[src/rtl/clk_int_div_tick.sv]
// ----------------------------------------------------------------------------
// clk_int_div_tick
//
// Runtime-programmable integer prescaler feeding the APB timer counter.
// Divides clk_i by a software-written divisor D and produces:
//   - tick_o : a one-cycle enable, once per divided period
//   - clk_o  : a registered divided clock (floor(D/2) high cycles per period)
//   - cnt_o  : the current phase counter, for debug and readback
//
// A new divisor is requested through a valid/ready handshake. It is staged
// in pend_q and only swapped into div_q on a period boundary. This way the
// downstream counter never sees a shortened or stretched period.
//
// FSM:
//   RUN  - the divisor in effect is the last one accepted (done=1)
//   PEND - a new divisor is staged, the old one keeps running until the
//          boundary; further writes overwrite the staged value
//   LOAD - one cycle with the new divisor already counting from 0;
//          writes are refused (ready=0)
// ----------------------------------------------------------------------------
module clk_int_div_tick #(
    parameter int unsigned DIV_WIDTH = 20,
    parameter int unsigned DEF_DIV   = 2
) (
    input  logic                 clk_i,
    input  logic                 rst_n_i,
    input  logic                 en_i,
    input  logic [DIV_WIDTH-1:0] div_i,
    input  logic                 div_valid_i,
    output logic                 div_ready_o,
    output logic                 div_done_o,
    output logic                 tick_o,
    output logic                 clk_o,
    output logic [DIV_WIDTH-1:0] cnt_o
);

    // ------------------------------------------------------------------------
    // Constants
    // ------------------------------------------------------------------------
    localparam logic [DIV_WIDTH-1:0] ZERO      = '0;
    localparam logic [DIV_WIDTH-1:0] ONE       = DIV_WIDTH'(1);
    localparam logic [DIV_WIDTH-1:0] MIN_DIV   = DIV_WIDTH'(2);
    localparam logic [DIV_WIDTH-1:0] DEF_DIV_V = DIV_WIDTH'(DEF_DIV);

    typedef enum logic [1:0] {
        ST_RUN  = 2'd0,
        ST_PEND = 2'd1,
        ST_LOAD = 2'd2
    } state_e;

    // ------------------------------------------------------------------------
    // Divisors of 0 and 1 cannot produce a one-cycle tick followed by a low
    // cycle, so they are raised to the smallest meaningful divisor.
    // ------------------------------------------------------------------------
    function automatic logic [DIV_WIDTH-1:0] clamp_div(input logic [DIV_WIDTH-1:0] d);
        return (d < MIN_DIV) ? MIN_DIV : d;
    endfunction

    // ------------------------------------------------------------------------
    // State
    // ------------------------------------------------------------------------
    state_e               state_q, state_d;
    logic [DIV_WIDTH-1:0] div_q,   div_d;    // divisor currently in effect
    logic [DIV_WIDTH-1:0] pend_q,  pend_d;   // staged divisor awaiting boundary
    logic [DIV_WIDTH-1:0] cnt_q,   cnt_d;    // phase within the current period
    logic                 tick_q,  tick_d;
    logic                 clk_q,   clk_d;

    // ------------------------------------------------------------------------
    // Handshake and period-boundary qualifiers
    // ------------------------------------------------------------------------
    logic                 ready;
    logic                 transfer;
    logic                 terminal;   // last cycle of the current period
    logic                 boundary;   // safe point to swap the divisor
    logic [DIV_WIDTH-1:0] req_div;    // clamped request value

    assign ready    = (state_q != ST_LOAD);
    assign transfer = div_valid_i & ready;
    assign req_div  = clamp_div(div_i);
    assign terminal = (cnt_q == div_q - ONE);
    // An idle divider has no period in flight, so any cycle is a boundary.
    assign boundary = ~en_i | terminal;

    // Next-state logic for the FSM, divisor staging, counter and outputs
    always_comb begin
        // NOTE: every signal assigned here gets a default first, so no path
        // leaves one unassigned and no latch is inferred.
        state_d = state_q;
        div_d   = div_q;
        pend_d  = pend_q;

        unique case (state_q)
            ST_RUN: begin
                // A write on the terminal cycle is only staged here; the
                // period it lands in still completes with the old divisor.
                if (transfer) begin
                    pend_d  = req_div;
                    state_d = ST_PEND;
                end
            end

            ST_PEND: begin
                // Last write wins, including one that lands on the boundary.
                if (transfer) begin
                    pend_d = req_div;
                end
                if (boundary) begin
                    div_d   = pend_d;
                    state_d = ST_LOAD;
                end
            end

            ST_LOAD: begin
                state_d = ST_RUN;
            end

            default: begin
                state_d = ST_RUN;
            end
        endcase

        // Counter: free-runs 0..D-1 while enabled, parks at 0 while idle.
        // A divisor swap always coincides with the wrap to 0, so the first
        // period under the new divisor starts cleanly.
        if (!en_i || terminal) begin
            cnt_d = ZERO;
        end else begin
            cnt_d = cnt_q + ONE;
        end

        // Outputs are derived from the next count and next divisor so that
        // they are registered in the same cycle as cnt_q.
        tick_d = en_i & (cnt_d == div_d - ONE);
        clk_d  = en_i & (cnt_d < (div_d >> 1));
    end

    // State registers with synchronous active-low reset
    always_ff @(posedge clk_i) begin
        // NOTE: sequential state uses non-blocking assignments so every
        // register samples the pre-edge values of the others.
        if (!rst_n_i) begin
            state_q <= ST_RUN;
            div_q   <= DEF_DIV_V;
            pend_q  <= DEF_DIV_V;
            cnt_q   <= ZERO;
            tick_q  <= 1'b0;
            clk_q   <= 1'b0;
        end else begin
            state_q <= state_d;
            div_q   <= div_d;
            pend_q  <= pend_d;
            cnt_q   <= cnt_d;
            tick_q  <= tick_d;
            clk_q   <= clk_d;
        end
    end

    // ------------------------------------------------------------------------
    // Outputs
    // ------------------------------------------------------------------------
    assign div_ready_o = ready;
    assign div_done_o  = (state_q == ST_RUN);
    assign tick_o      = tick_q;
    assign clk_o       = clk_q;
    assign cnt_o       = cnt_q;

endmodule
[config.mk]
export PLATFORM = sky130hd
export DESIGN_NAME = clk_int_div_tick
export DESIGN_NICKNAME = d
export VERILOG_FILES = /design/src/rtl/clk_int_div_tick.sv
export SDC_FILE = /design/constraint.sdc
export NUM_CORES = 1
export LEC_CHECK = 0
export CAP_MARGIN = 0
export CELL_PAD_IN_SITES_DETAIL_PLACEMENT = 0
export CELL_PAD_IN_SITES_GLOBAL_PLACEMENT = 1
export CORE_MARGIN = 1
export CORE_UTILIZATION = 30
export DETAILED_ROUTE_END_ITERATION = 10
export DONT_BUFFER_PORTS = 1
export GPL_TIMING_DRIVEN = 1
export PLACE_DENSITY_LB_ADDON = 0.15
export SLEW_MARGIN = 20
export SYNTH_ARGS = -nofsm -noshare
export SYNTH_HDL_FRONTEND = slang
export SYNTH_SLANG_ARGS = --single-unit
[constraint.sdc]
create_clock -name clk_i -period 5.4 [get_ports clk_i]
set_clock_uncertainty 0.2 [all_clocks]
set_input_delay 0.81 -clock clk_i [delete_from_list [all_inputs] [get_ports clk_i]]
set_output_delay 0.81 -clock clk_i [all_outputs]
set_load 0.1 [all_outputs]
==> metrics.log <==
INFO  metric post_layout_nonfiller_instances = about 910
INFO  metric last_weighted_congestion_value_of_the_routability_driven_placer = roughly 0.86
INFO  metric finished_layout_cell_area = roughly 5800 um^2
INFO  metric number_of_antenna_violations_at_the_first_check_in_global_routing = 0
INFO  metric hold-path-cell-count = 2
INFO  metric dpl.cell_count = around 900
INFO  metric cts_sinks = 64
INFO  metric clk_transition_reported_paths = 60 ps
INFO  metric placement_rows = 46
INFO  metric fin_worst_hold_slack = 254 ps
INFO  metric global_route.overflow_total = 0
INFO  metric detailedRoute.firstPassIterationCount = 4
INFO  metric final_period_minus_worst_setup_slack = 5130 ps
INFO  metric place_hpwl = between 10000 and 15000 um
INFO  metric starting_utilization_of_the_core_area = 31.0%
INFO  metric routed_wl = 17700 um
INFO  metric die-height = 131 um
INFO  metric synthDominantCellAreaShare = 25.8%
INFO  metric post_synth_main_area_contributors = dfxtp_1, nand2_1, xnor2_1
INFO  metric timing.hold.worst.start = pend_q[18]
INFO  metric peak_vdd_ir = 187 uV
INFO  metric sequential_cell_area = 1280 um^2
INFO  metric grtUsageTotal = 21.9%
INFO  metric cts_hold_repair.buffers = 0
INFO  metric worst_margin_slew = roughly 1100 ps
INFO  metric flow.area_growth_from_synthesis = 15.9%
INFO  metric setup_tns = 0 ps
INFO  metric hold_viol_final = 0
INFO  metric setup.worst_path.start_class = flop
INFO  metric synth.lib_cells_used.distinct = 78
INFO  metric syn-num-nets = 706
INFO  metric peak_freq = 0.195 GHz
INFO  metric count_of_yosys_warnings_during_synthesis = 0
INFO  metric port_buffers = 0
INFO  metric grt_pass1_wl = ~27000 um
INFO  metric critical_path_arrival = ~5200 ps
INFO  metric synth_edf_count = 0
INFO  metric report.final.slew_viol_count = 0
INFO  metric leakage = 2.27 nW
INFO  metric tritoncts = done
INFO  metric wire_per_inst = 19.5 um
INFO  metric post_dp_cell_area = 5440 um^2
INFO  metric critical-path-max-stage-delay = 550 ps
INFO  metric clk-insertion-delay-late = 340 ps
INFO  metric seq_area_frac_synth = between 20% and 30%
INFO  metric post-layout-total-power = 1.55 mW
INFO  metric cp_max_fo = 25
INFO  metric num-fill-cells = 1746
INFO  metric worst_min_delay_path_class = flop to flop
INFO  metric routed_via_density = 5.32
INFO  metric setup-violations-final = 0
INFO  metric cp_cell_sequence = or3_1, nor4_1, o211ai_1, a2111oi_0, nand4_1, o31ai_4, buf_4, nor2_1, ha_1, nand4_1, nor2_1, a21oi_1, o211ai_1, a211oi_1, buf_4, o21a_1
INFO  metric cp-end-kind = flop
INFO  metric remaining_drc_errors = 0
INFO  metric critical_path_cell_with_the_highest_stage_delay = or3_1
INFO  metric count_of_nets_left_with_antenna_violations_after_detail_routing = 0
INFO  metric number_of_global_route_vias_before_repair = ~4700
INFO  metric outcome = completed
INFO  metric post_cts_buffers = 0
INFO  metric critPathTopFamily = simple AND/OR/NAND/NOR gates
INFO  metric synth_top_cell_by_area = dfxtp_1
INFO  metric final_nets = 731
INFO  metric diodes = 0
INFO  metric io-pin-count = 48
INFO  metric maxSlewHeadroom = 28.6%
INFO  metric cts_root_buffer = clkbuf_16
INFO  metric numCtsBuffers = 9
INFO  metric cp.required = 5490 ps
INFO  metric multiInputGateArea = 3480 um^2
INFO  metric clock_path_buffers = 2
INFO  metric grt_setup_unrepaired = false
INFO  metric finalCritPeriodShare = 95.0%
INFO  metric cts.htree.levels = 3
INFO  metric die_w = 131 um
INFO  metric cts_resized = 0
INFO  metric ys_seq_elements = 64
INFO  metric syn-instance-count = about 660
INFO  metric drv_cap = 0
INFO  metric fraction_of_layout_instances_using_a_drive_strength_above_1 = 12.6%
INFO  metric ff2ff_path_depth = 16
INFO  metric first_iter_violations = 355
INFO  metric die_area = 17100 um^2
INFO  metric reg2reg_to = clk_o
INFO  metric avg_cell_area_syn = 7.51 um^2
INFO  metric timing.hold.worst_endpoint = pend_q[18]
INFO  metric core = 16000 um^2
INFO  metric detailroute.via_count = 4829
INFO  metric power_density = 269 nW/um^2
INFO  metric crit_type = flop to flop
INFO  metric combined_area_of_all_synthesized_cells = 4970 um^2
INFO  metric regToRegSetupSlack = 270 ps
INFO  metric r2r-start = div_q[6]
INFO  metric grt_max_degree = 61
INFO  metric synthArstFlopShare = 0%
INFO  metric cp_num_buf_inv = 2
INFO  metric dominantRegCellSynth = dfxtp_1
==> cell families (layout without fill, tap and decap cells) <==
kind of cell,after synthesis,count (layout),synth area share [%]
buf+inv,51,81,4.63
compound gates,117,117,16.2
mux,18,18,4.48
simple gates,324,324,31.8
xor+xnor,66,66,11.8
flops,64,64,25.8
fa+ha+maj,21,21,5.29
==> final cells by class <==
| type | instances | share of cell area (%) |
|---|---|---|
| tap | 216 | 4.69 |
| timing repair buffer | 48 | 6.26 |
| clock buffer | 13 | 4.52 |
| clock inverter | 3 | 0.695 |
| sequential | 64 | 22.3 |
| multi-input combinational | 546 | 60.5 |
| inverter | 17 | 1.11 |
==> routing by layer <==
metal | vias up | share of wire, % | global-route usage (%)
met5 | - | 0 | 0
met1 | 2272 | 49 | 30.2
met2 | 131 | 44 | 33.8
met4 | 0 | 1.4 | 6.96
li1 | 2410 | - | -
met3 | 16 | 5.1 | 4.64
==> how the worst max path moves through the flow <==
stage | start | to | slack [ps] | cells past startpoint
2_1_floorplan | cnt_o[2] | tick_o | 130 | 21
3_3_place_gp | div_q[1] | clk_o | 200 | 18
3_5_place_dp | div_q[1] | clk_o | 220 | 18
4_1_cts | div_q[1] | clk_o | 170 | 18
5_1_grt | div_q[6] | clk_o | 90 | 16
6_report | div_q[6] | clk_o | 270 | 16
==> worst min-delay path, delay by kind of cell, from the launching register on <==
kind / cells / cell delay [ps]
AO/OA/AOI/OAI: 1 / 50
AND/OR/NAND/NOR: 1 / 50
flip-flops: 1 / 300
==> state kept, by name, summed over array words and instances, names as in the netlist <==
signal / flops
cnt_o: 20
div_q: 20
pend_q: 20
state_q: 2
clk_o: 1
tick_o: 1
==> cells in the final DEF, fill, tap and decap left out, types with 3 or more instances in the layout <==
master and n:
o211ai_1 7, nor2_1 74, xor2_1 28, a31oi_1 3, a22oi_1 3, and4_1 3, a211oi_1 4, a21oi_1 44
dfxtp_1 64, nand2_1 103, nor2b_1 3, xnor2_1 37, nor3_1 43, and3_1 4, nor4_1 15, clkbuf_16 9
nand4_1 14, ha_1 21, nand2b_1 9, o21ai_0 16, mux2i_1 13, and2_1 3, or4_1 5, or3_1 12
inv_1 16, buf_4 48, a21o_1 6, nand3_1 16, mux2i_4 3
==> synthesized netlist by cell type (3+ instances only) <==
| cell type | number |
|---|---|
| or3_1 | 12 |
| ha_1 | 21 |
| buf_2 | 3 |
| mux2i_4 | 3 |
| buf_1 | 3 |
| nand2_1 | 103 |
| and2_1 | 3 |
| or4_1 | 5 |
| and4_1 | 3 |
| a31oi_1 | 3 |
| nand2b_1 | 9 |
| o21ai_0 | 16 |
| nor2b_1 | 3 |
| o211ai_1 | 7 |
| nor4b_1 | 3 |
| dfxtp_1 | 64 |
| nand4_1 | 14 |
| clkbuf_1 | 23 |
| nand3_1 | 16 |
| mux2i_1 | 13 |
| and3_1 | 4 |
| a22oi_1 | 3 |
| inv_1 | 16 |
| xnor2_1 | 37 |
| nor2_1 | 76 |
| a21oi_1 | 44 |
| nor4_1 | 15 |
| a21o_1 | 6 |
| buf_4 | 3 |
| xor2_1 | 28 |
| nor3_1 | 43 |
| a211oi_1 | 4 |
==> through the flow <==
| stage | util (%) | worst slack (ps) |
|---|---|---|
| finish | 36.0 | 268 |
| global route | 36.0 | 89.5 |
| CTS | 35.9 | 170 |
| detailed placement | 34.0 | 220 |
| global placement | 34.0 | 203 |
| floorplan | - | 129 |
==> power by group <==
part / leakage, nW / switching [mW] / internal [mW] / total, mW
logic: 1.60 / 0.270 / 0.158 / 0.428
clock network: 0.150 / 0.216 / 0.381 / 0.597
registers: 0.521 / 0.0314 / 0.493 / 0.524
total: 2.27 / 0.517 / 1.03 / 1.55
(Power assumes the default switching activity.)
